File: src/rtl/spuart.sv
// spuart: service-processor UART with a Wishbone-style MMIO slave port.
//
// Ports
//   clk, reset_n        system clock (rising edge), async active-low reset
//   adr_i[0:23]         byte address, only adr_i[20:21] (word select) decoded
//   stb_i, cyc_i, we_i  bus strobe, cycle and write enable
//   sel_i[0:3]          big-endian byte lanes; writes need sel_i[3]
//   dat_i[0:31]         write data, byte payload in dat_i[24:31]
//   ack_o               one-cycle acknowledge per access
//   dat_o[0:31]         read data while ack_o is high, zero otherwise
//   uart_txd, uart_rxd  serial lines (idle high), rxd asynchronous
//
// Register map (word select): 0 DATA, 1 STATUS, 2 DIVISOR, 3 reserved.
// Build option: define SPUART_RX_FIFO_EN for an 8-entry RX FIFO; without it
// the RX buffer is a single byte register.
module spuart #(
  parameter logic [15:0] DIVISOR_RESET = 16'd28
) (
  input  logic        clk,
  input  logic        reset_n,
  input  logic [0:23] adr_i,
  input  logic        stb_i,
  input  logic        cyc_i,
  input  logic [0:3]  sel_i,
  input  logic        we_i,
  input  logic [0:31] dat_i,
  output logic        ack_o,
  output logic [0:31] dat_o,
  output logic        uart_txd,
  input  logic        uart_rxd
);

`ifdef SPUART_RX_FIFO_EN
  localparam int unsigned DEPTH = 8;
`else
  localparam int unsigned DEPTH = 1;
`endif
  localparam int unsigned AW = (DEPTH > 1) ? $clog2(DEPTH) : 1;

  typedef enum logic [1:0] {TX_IDLE, TX_START, TX_DATA, TX_STOP} tx_state_t;
  typedef enum logic [1:0] {RX_IDLE, RX_START, RX_DATA, RX_STOP} rx_state_t;

  function automatic logic [AW-1:0] ptr_inc(input logic [AW-1:0] p);
    return (p == AW'(DEPTH - 1)) ? '0 : p + AW'(1);
  endfunction

  // Bus decode
  logic        access, access_q, wr_en, rd_en;
  logic [1:0]  word;
  logic [7:0]  wbyte;
  logic [15:0] wdiv;
  logic        unused_ok;

  assign access    = cyc_i && stb_i;
  assign word      = adr_i[20:21];
  assign wbyte     = dat_i[24:31];
  assign wdiv      = dat_i[16:31];
  assign wr_en     = ack_o && we_i && sel_i[3];
  assign rd_en     = ack_o && !we_i;
  assign unused_ok = ^{adr_i[0:19], adr_i[22:23], sel_i[0:2], dat_i[0:15]};

  // Ack only on the first cycle of an access, so a strobe held across
  // several cycles still produces a single pulse and a single side effect.
  always_ff @(posedge clk or negedge reset_n) begin
    if (!reset_n) begin
      access_q <= 1'b0;
      ack_o    <= 1'b0;
    end else begin
      access_q <= access;
      ack_o    <= access && !access_q;
    end
  end

  // Registers, holding register, sticky flags
  logic [15:0] divisor;
  logic        hold_full, overrun, framing;
  logic [7:0]  hold_data;
  logic        tx_load, tx_bit_end;
  tx_state_t   tx_state;
  logic        rx_valid, rx_ferr;
  logic [7:0]  rx_data;
  logic        push_ok, pop;
  logic [3:0]  count;

  assign tx_load = hold_full && (tx_state == TX_IDLE || (tx_state == TX_STOP && tx_bit_end));

  always_ff @(posedge clk or negedge reset_n) begin
    if (!reset_n) begin
      divisor   <= DIVISOR_RESET;
      hold_full <= 1'b0;
      hold_data <= '0;
      overrun   <= 1'b0;
      framing   <= 1'b0;
    end else begin
      if (wr_en && word == 2'd0 && !hold_full) begin
        hold_full <= 1'b1;
        hold_data <= wbyte;
      end else if (tx_load) begin
        hold_full <= 1'b0;
      end
      if (wr_en && word == 2'd2)
        divisor <= (wdiv < 16'd4) ? 16'd4 : wdiv;
      if (rx_valid && !push_ok)              overrun <= 1'b1;
      else if (wr_en && word == 2'd1 && dat_i[28]) overrun <= 1'b0;
      if (rx_ferr)                           framing <= 1'b1;
      else if (wr_en && word == 2'd1 && dat_i[27]) framing <= 1'b0;
    end
  end

  // RX buffer; a pop in the same cycle frees room for a push into a full buffer
  logic [7:0]    mem [DEPTH];
  logic [AW-1:0] rd_ptr, wr_ptr;

  assign pop     = rd_en && word == 2'd0 && count != 4'd0;
  assign push_ok = rx_valid && (count != 4'(DEPTH) || pop);

  always_ff @(posedge clk or negedge reset_n) begin
    if (!reset_n) begin
      for (int unsigned i = 0; i < DEPTH; i++) mem[i] <= '0;
      rd_ptr <= '0;
      wr_ptr <= '0;
      count  <= '0;
    end else begin
      if (push_ok) begin
        mem[wr_ptr] <= rx_data;
        wr_ptr      <= ptr_inc(wr_ptr);
      end
      if (pop) rd_ptr <= ptr_inc(rd_ptr);
      if (push_ok && !pop)      count <= count + 4'd1;
      else if (!push_ok && pop) count <= count - 4'd1;
    end
  end

  // Read mux
  logic tx_ready, tx_idle;
  assign tx_ready = !hold_full;
  assign tx_idle  = !hold_full && tx_state == TX_IDLE;

  always_comb begin
    dat_o = '0;
    if (rd_en) begin
      case (word)
        2'd0: if (count != 4'd0) dat_o = {24'h0, mem[rd_ptr]};
        2'd1: dat_o = {20'h0, count, 3'b000, framing, overrun, tx_idle, tx_ready, count != 4'd0};
        2'd2: dat_o = {16'h0, divisor};
        default: dat_o = '0;
      endcase
    end
  end

  // TX: bit length re-latched from DIVISOR at every bit boundary
  logic [15:0] tx_cnt, tx_div;
  logic [7:0]  tx_sh;
  logic [2:0]  tx_idx;

  assign tx_bit_end = (tx_cnt == tx_div - 16'd1);

  always_ff @(posedge clk or negedge reset_n) begin
    if (!reset_n) begin
      tx_state <= TX_IDLE;
      uart_txd <= 1'b1;
      tx_cnt   <= '0;
      tx_div   <= DIVISOR_RESET;
      tx_sh    <= '0;
      tx_idx   <= '0;
    end else begin
      case (tx_state)
        TX_IDLE: if (hold_full) begin
          tx_state <= TX_START;
          uart_txd <= 1'b0;
          tx_sh    <= hold_data;
          tx_cnt   <= '0;
          tx_div   <= divisor;
        end
        default: if (!tx_bit_end) begin
          tx_cnt <= tx_cnt + 16'd1;
        end else begin
          tx_cnt <= '0;
          tx_div <= divisor;
          case (tx_state)
            TX_START: begin
              tx_state <= TX_DATA;
              uart_txd <= tx_sh[0];
              tx_idx   <= '0;
            end
            TX_DATA: if (tx_idx == 3'd7) begin
              tx_state <= TX_STOP;
              uart_txd <= 1'b1;
            end else begin
              tx_idx   <= tx_idx + 3'd1;
              tx_sh    <= {1'b0, tx_sh[7:1]};
              uart_txd <= tx_sh[1];
            end
            default: if (hold_full) begin
              tx_state <= TX_START;
              uart_txd <= 1'b0;
              tx_sh    <= hold_data;
            end else begin
              tx_state <= TX_IDLE;
              uart_txd <= 1'b1;
            end
          endcase
        end
      endcase
    end
  end

  // RX synchronizer and edge detect
  logic rx_meta, rx_sync, rx_prev;

  always_ff @(posedge clk or negedge reset_n) begin
    if (!reset_n) begin
      rx_meta <= 1'b1;
      rx_sync <= 1'b1;
      rx_prev <= 1'b1;
    end else begin
      rx_meta <= uart_rxd;
      rx_sync <= rx_meta;
      rx_prev <= rx_sync;
    end
  end

  // RX FSM; rx_brk holds STOP after a framing error until the line is high
  rx_state_t   rx_state;
  logic [15:0] rx_cnt, rx_div;
  logic [7:0]  rx_sh;
  logic [2:0]  rx_idx;
  logic        rx_brk, rx_sample;

  assign rx_sample = (rx_state == RX_START) ? (rx_cnt == {1'b0, rx_div[15:1]} - 16'd1)
                                            : (rx_cnt == rx_div - 16'd1);

  always_ff @(posedge clk or negedge reset_n) begin
    if (!reset_n) begin
      rx_state <= RX_IDLE;
      rx_cnt   <= '0;
      rx_div   <= DIVISOR_RESET;
      rx_sh    <= '0;
      rx_idx   <= '0;
      rx_brk   <= 1'b0;
      rx_valid <= 1'b0;
      rx_ferr  <= 1'b0;
      rx_data  <= '0;
    end else begin
      rx_valid <= 1'b0;
      rx_ferr  <= 1'b0;
      case (rx_state)
        RX_IDLE: if (rx_prev && !rx_sync) begin
          rx_state <= RX_START;
          rx_cnt   <= '0;
          rx_div   <= divisor;
        end
        RX_START: if (!rx_sample) begin
          rx_cnt <= rx_cnt + 16'd1;
        end else if (rx_sync) begin
          rx_state <= RX_IDLE;
        end else begin
          rx_state <= RX_DATA;
          rx_cnt   <= '0;
          rx_idx   <= '0;
          rx_div   <= divisor;
        end
        RX_DATA: if (!rx_sample) begin
          rx_cnt <= rx_cnt + 16'd1;
        end else begin
          rx_sh  <= {rx_sync, rx_sh[7:1]};
          rx_cnt <= '0;
          rx_div <= divisor;
          if (rx_idx == 3'd7) rx_state <= RX_STOP;
          else                rx_idx   <= rx_idx + 3'd1;
        end
        default: if (rx_brk) begin
          if (rx_sync) begin
            rx_brk   <= 1'b0;
            rx_state <= RX_IDLE;
          end
        end else if (!rx_sample) begin
          rx_cnt <= rx_cnt + 16'd1;
        end else if (rx_sync) begin
          rx_valid <= 1'b1;
          rx_data  <= rx_sh;
          rx_state <= RX_IDLE;
        end else begin
          rx_ferr <= 1'b1;
          rx_brk  <= 1'b1;
        end
      endcase
    end
  end

endmodule
File: config.mk
export PLATFORM = sky130hd
export DESIGN_NAME = spuart
export DESIGN_NICKNAME = d
export VERILOG_FILES = /design/src/rtl/spuart.sv
export SDC_FILE = /design/constraint.sdc
export NUM_CORES = 1
export LEC_CHECK = 0
export ABC_AREA = 1
export CORE_UTILIZATION = 59
export CTS_BUF_LIST = sky130_fd_sc_hd__clkbuf_8
export DETAILED_ROUTE_END_ITERATION = 16
export HOLD_SLACK_MARGIN = 0.06
export PLACE_DENSITY = 0.83
export SKIP_CTS_REPAIR_TIMING = 1
export SKIP_LAST_GASP = 1
export SLEW_MARGIN = 10
export SYNTH_ARGS = -nofsm -noshare
export SYNTH_HDL_FRONTEND = slang
export SYNTH_SLANG_ARGS = --single-unit
File: constraint.sdc
create_clock -name clk -period 3.4 [get_ports clk]
set_input_delay 0.68 -clock clk [delete_from_list [all_inputs] [get_ports clk]]
set_output_delay 0.68 -clock clk [all_outputs]
set_load 0.005 [all_outputs]
==> qor.csv <==
stage;metric;value;unit
status;status;completed;
timing;Final Max Tran Viols;0;
clocking;TritonCTS buffer count;17;
placed_design;hpwl dp;15.1;mm
global_route;number of global-route vias before repair;7739;
global_route;GRT Util Overall;0.278;
route;DRT Pass-1 Iters;6;
final_layout;multi-input logic area;0.00480;mm^2
worst_setup_path;crit path cell chain;clkdlybuf4s50_1 -> nor2_1 -> inv_2 -> nor2_1 -> a32o_1 -> clkdlybuf4s50_1;
die;die area;0.0162;mm^2
synth;FF+latch count, synth;146;
global_route;grt total ovfl;0;
worst_setup_path;CP endpoint kind;output pin;
power;PwrDens;641;mW/mm^2
worst_setup_path;buffers plus inverters on the worst setup path;3;
route;DR vias/cell;5.36;
synth;total number of yosys warnings;0;
power;Worst VDD drop;0.374;mV
route;DRC Markers;0;
clocking;CTS Buffer Depth;2;
placed_design;Routability Congestion;0.906;
worst_setup_path;Worst EP arrival;2.57;ns
synth;most instantiated library cell after synthesis;nand2_1;
worst_setup_path;Top Family by Delay on Critical Path;buffers and inverters;
route;Wirelength per Cell;13.7;um
final_layout;fin nets;1403;
timing;final hold viol count;0;
timing;RSZ-0062 raised after global routing;false;
global_route;first-pass GRT wire length;35.8;mm
clocking;clk_lat worst skew;0.46;ns
synth;synth cell count leaders;nand2_1 (418), inv_1 (140), dfrtp_1 (133);
timing;Final min period;3.25;ns
clocking;Clock transition at path regs;0.08;ns
worst_setup_path;critical path peak fanout;10;
clocking;H-tree Lvls;4;
worst_setup_path;Slowest cell on crit path;clkdlybuf4s50_1;
die;# rows;45;
synth;top area cells in the synthesized netlist;dfrtp_1 (36%), nand2_1 (17%), inv_1 (5.7%);
global_route;initial antenna violation count;0;
synth;number of flops mapped to enable cells by yosys;0;
worst_setup_path;Required @ worst endpoint;2.72;ns
final_layout;synth-to-layout area growth;12.1;%
synth;sequential area share after synthesis;0.396;
die;core area;0.0153;mm^2
synth;synthesized area per cell;7.32;um^2
clocking;CTS tree;done;
timing;Slew headroom;0.391;
clocking;CTS root buf;clkbuf_8;
timing;Setup-failing EPs final;0;
synth;cell taking the most area after synthesis;dfrtp_1;
placed_design;Port Buf Inserts;42;
route;First DRT Iteration DRCs;585;
timing;Least-Margin Pin Slew;0.910;ns
final_layout;ant diodes;0;
timing;Fmax;308;MHz
die;Initial Util;0.607;
placed_design;Placed Area;0.00984;mm^2
synth;post-synth cell types;48;
synth;share of the synthesized area in the top cell type;0.360;
synth;Syn Inst Count;1265;
final_layout;sequential standard cell area;0.00367;mm^2
worst_setup_path;Critical Path Max Stage Delay;0.50;ns
die;Die H;127;um
die;I/O pins;100;
synth;post-synthesis async set-or-reset flop share;1.00;
synth;Main synth FF type;dfrtp_1;
timing;Worst Clk Skew;0.0109;ns
timing;Post-Route Setup TNS;0;ns
final_layout;layout cells sized above 1;0.105;
power;LEAKAGE;5.17;nW
flow_run;number of max-cap violations;0;
route;Vias;8250;
clocking;Sink Count;146;
route;DRT antenna net count;0;
timing;Period Utilization, post-route;0.956;
final_layout;Finished Cell Area;0.0104;mm^2
die;Die W;127;um
worst_hold_path;Hold Crit Class;primary input to asynchronous set/reset pin;
synth;Mapped Area;0.00926;mm^2
worst_setup_path;CP startpoint kind;primary input;
worst_setup_path;CP Class;primary input to output pin;
final_layout;Filler Cell Count;1224;
route;Routed Wire Length;21.1;mm
global_route;pin count of the biggest net entering global routing;63;
[logic make-up (layout without fill, tap and decap cells)]
group                      count (synthesis)  in the layout  share of synthesized area
DFF                                      146            146                      0.396
and+or+nand+nor                          681            681                      0.321
AOI/OAI and AO/OA                        145            145                     0.0864
adders and majority gates                 22             22                     0.0297
xor gates and xnor gates                  63             63                     0.0596
muxes                                      8              8                    0.00973
buffers and inverters                    199            247                     0.0970
other                                      1             16                   0.000405
[area by class of cell]
class	count	share of cell area
Clock buffer	20	0.0265
Clock inverter	12	0.0159
Inverter	147	0.0538
Multi-Input combinational cell	935	0.462
Sequential cell	146	0.354
Tap cell	211	0.0254
Timing Repair Buffer	68	0.0626
[state kept, by name (all words and copies together), names as in the netlist, 2 cells and up]
signal and cells:
tx_sh 8, rx_div 16, tx_state 2, hold_data 8
tx_div 16, rx_idx 3, rx_sh 8, tx_idx 3
rx_data 8, tx_cnt 16, mem 8, count 4
rx_cnt 16, divisor 16, rx_state 2
[placed cells by master (no fill, tap or decap), types with 2 or more instances in the layout]
cell,netlist,layout
nor2_1,84,82
inv_6,1,2
xor2_1,48,48
buf_4,18,23
nand2_1,418,418
a32o_1,3,3
ha_1,22,21
o21ai_0,88,88
nor3_1,25,25
inv_2,3,6
o22ai_1,9,9
inv_1,140,142
nor2_8,2,2
xnor2_1,15,14
nor2_4,5,5
a21oi_1,22,22
dfrtp_1,133,133
dfstp_2,13,13
clkbuf_8,0,20
nand2_2,14,14
bufinv_16,0,4
conb_1,1,16
clkinv_2,1,2
o21ai_1,8,8
or2_2,4,4
nor2_2,10,12
clkdlybuf4s50_1,0,41
nand4_1,23,23
nand3b_1,5,5
nand3_1,79,77
o21ai_2,7,7
mux2_2,8,8
nand3_2,4,5
buf_12,0,2
nor4_1,4,4
[power breakdown]
| part | total, mW | internal (mW) | switching, mW | leakage (nW) |
|---|---|---|---|---|
| clock network | 1.51 | 0.850 | 0.658 | 0.234 |
| logic | 3.00 | 1.02 | 1.97 | 3.04 |
| registers | 2.15 | 1.95 | 0.203 | 1.89 |
[final timing paths]
check                       startpoint        end  slack (ns)  depth (start not counted)
hold / removal                 reset_n  tx_idx[2]        0.18                          1
setup / recovery                  we_i  dat_o[24]        0.15                          6
hold reg to reg                rx_meta    rx_sync        0.36                          0
min in group clk               rx_meta    rx_sync        0.36                          0
setup reg to reg           rx_state[0]  rx_cnt[1]        0.29                         19
max in group asynchronous      reset_n    rx_meta        2.37                          2
[per-stage QoR]
step,cells,hold WS (ns),utilization,setup slack (ns),power [mW]
5_1_grt,1539,0.234,0.680,0.0174,7.18
2_1_floorplan,1280,0.345,-,0.350,4.45
3_5_place_dp,1504,0.348,0.645,0.0628,4.98
6_report,1539,0.185,0.680,0.148,6.66
3_3_place_gp,1504,0.346,0.645,0.116,4.91
4_1_cts,1536,0.214,0.674,0.0340,6.50
[per-layer routing]
layer	global-route usage	vias to the layer above	part of all wire
met4	0.0966	0	0.022
met1	0.383	3869	0.46
li1	-	4088	-
met3	0.0436	41	0.053
met5	0	-	0
met2	0.449	252	0.47
Note: power is estimated with default switching activity, not from simulation.
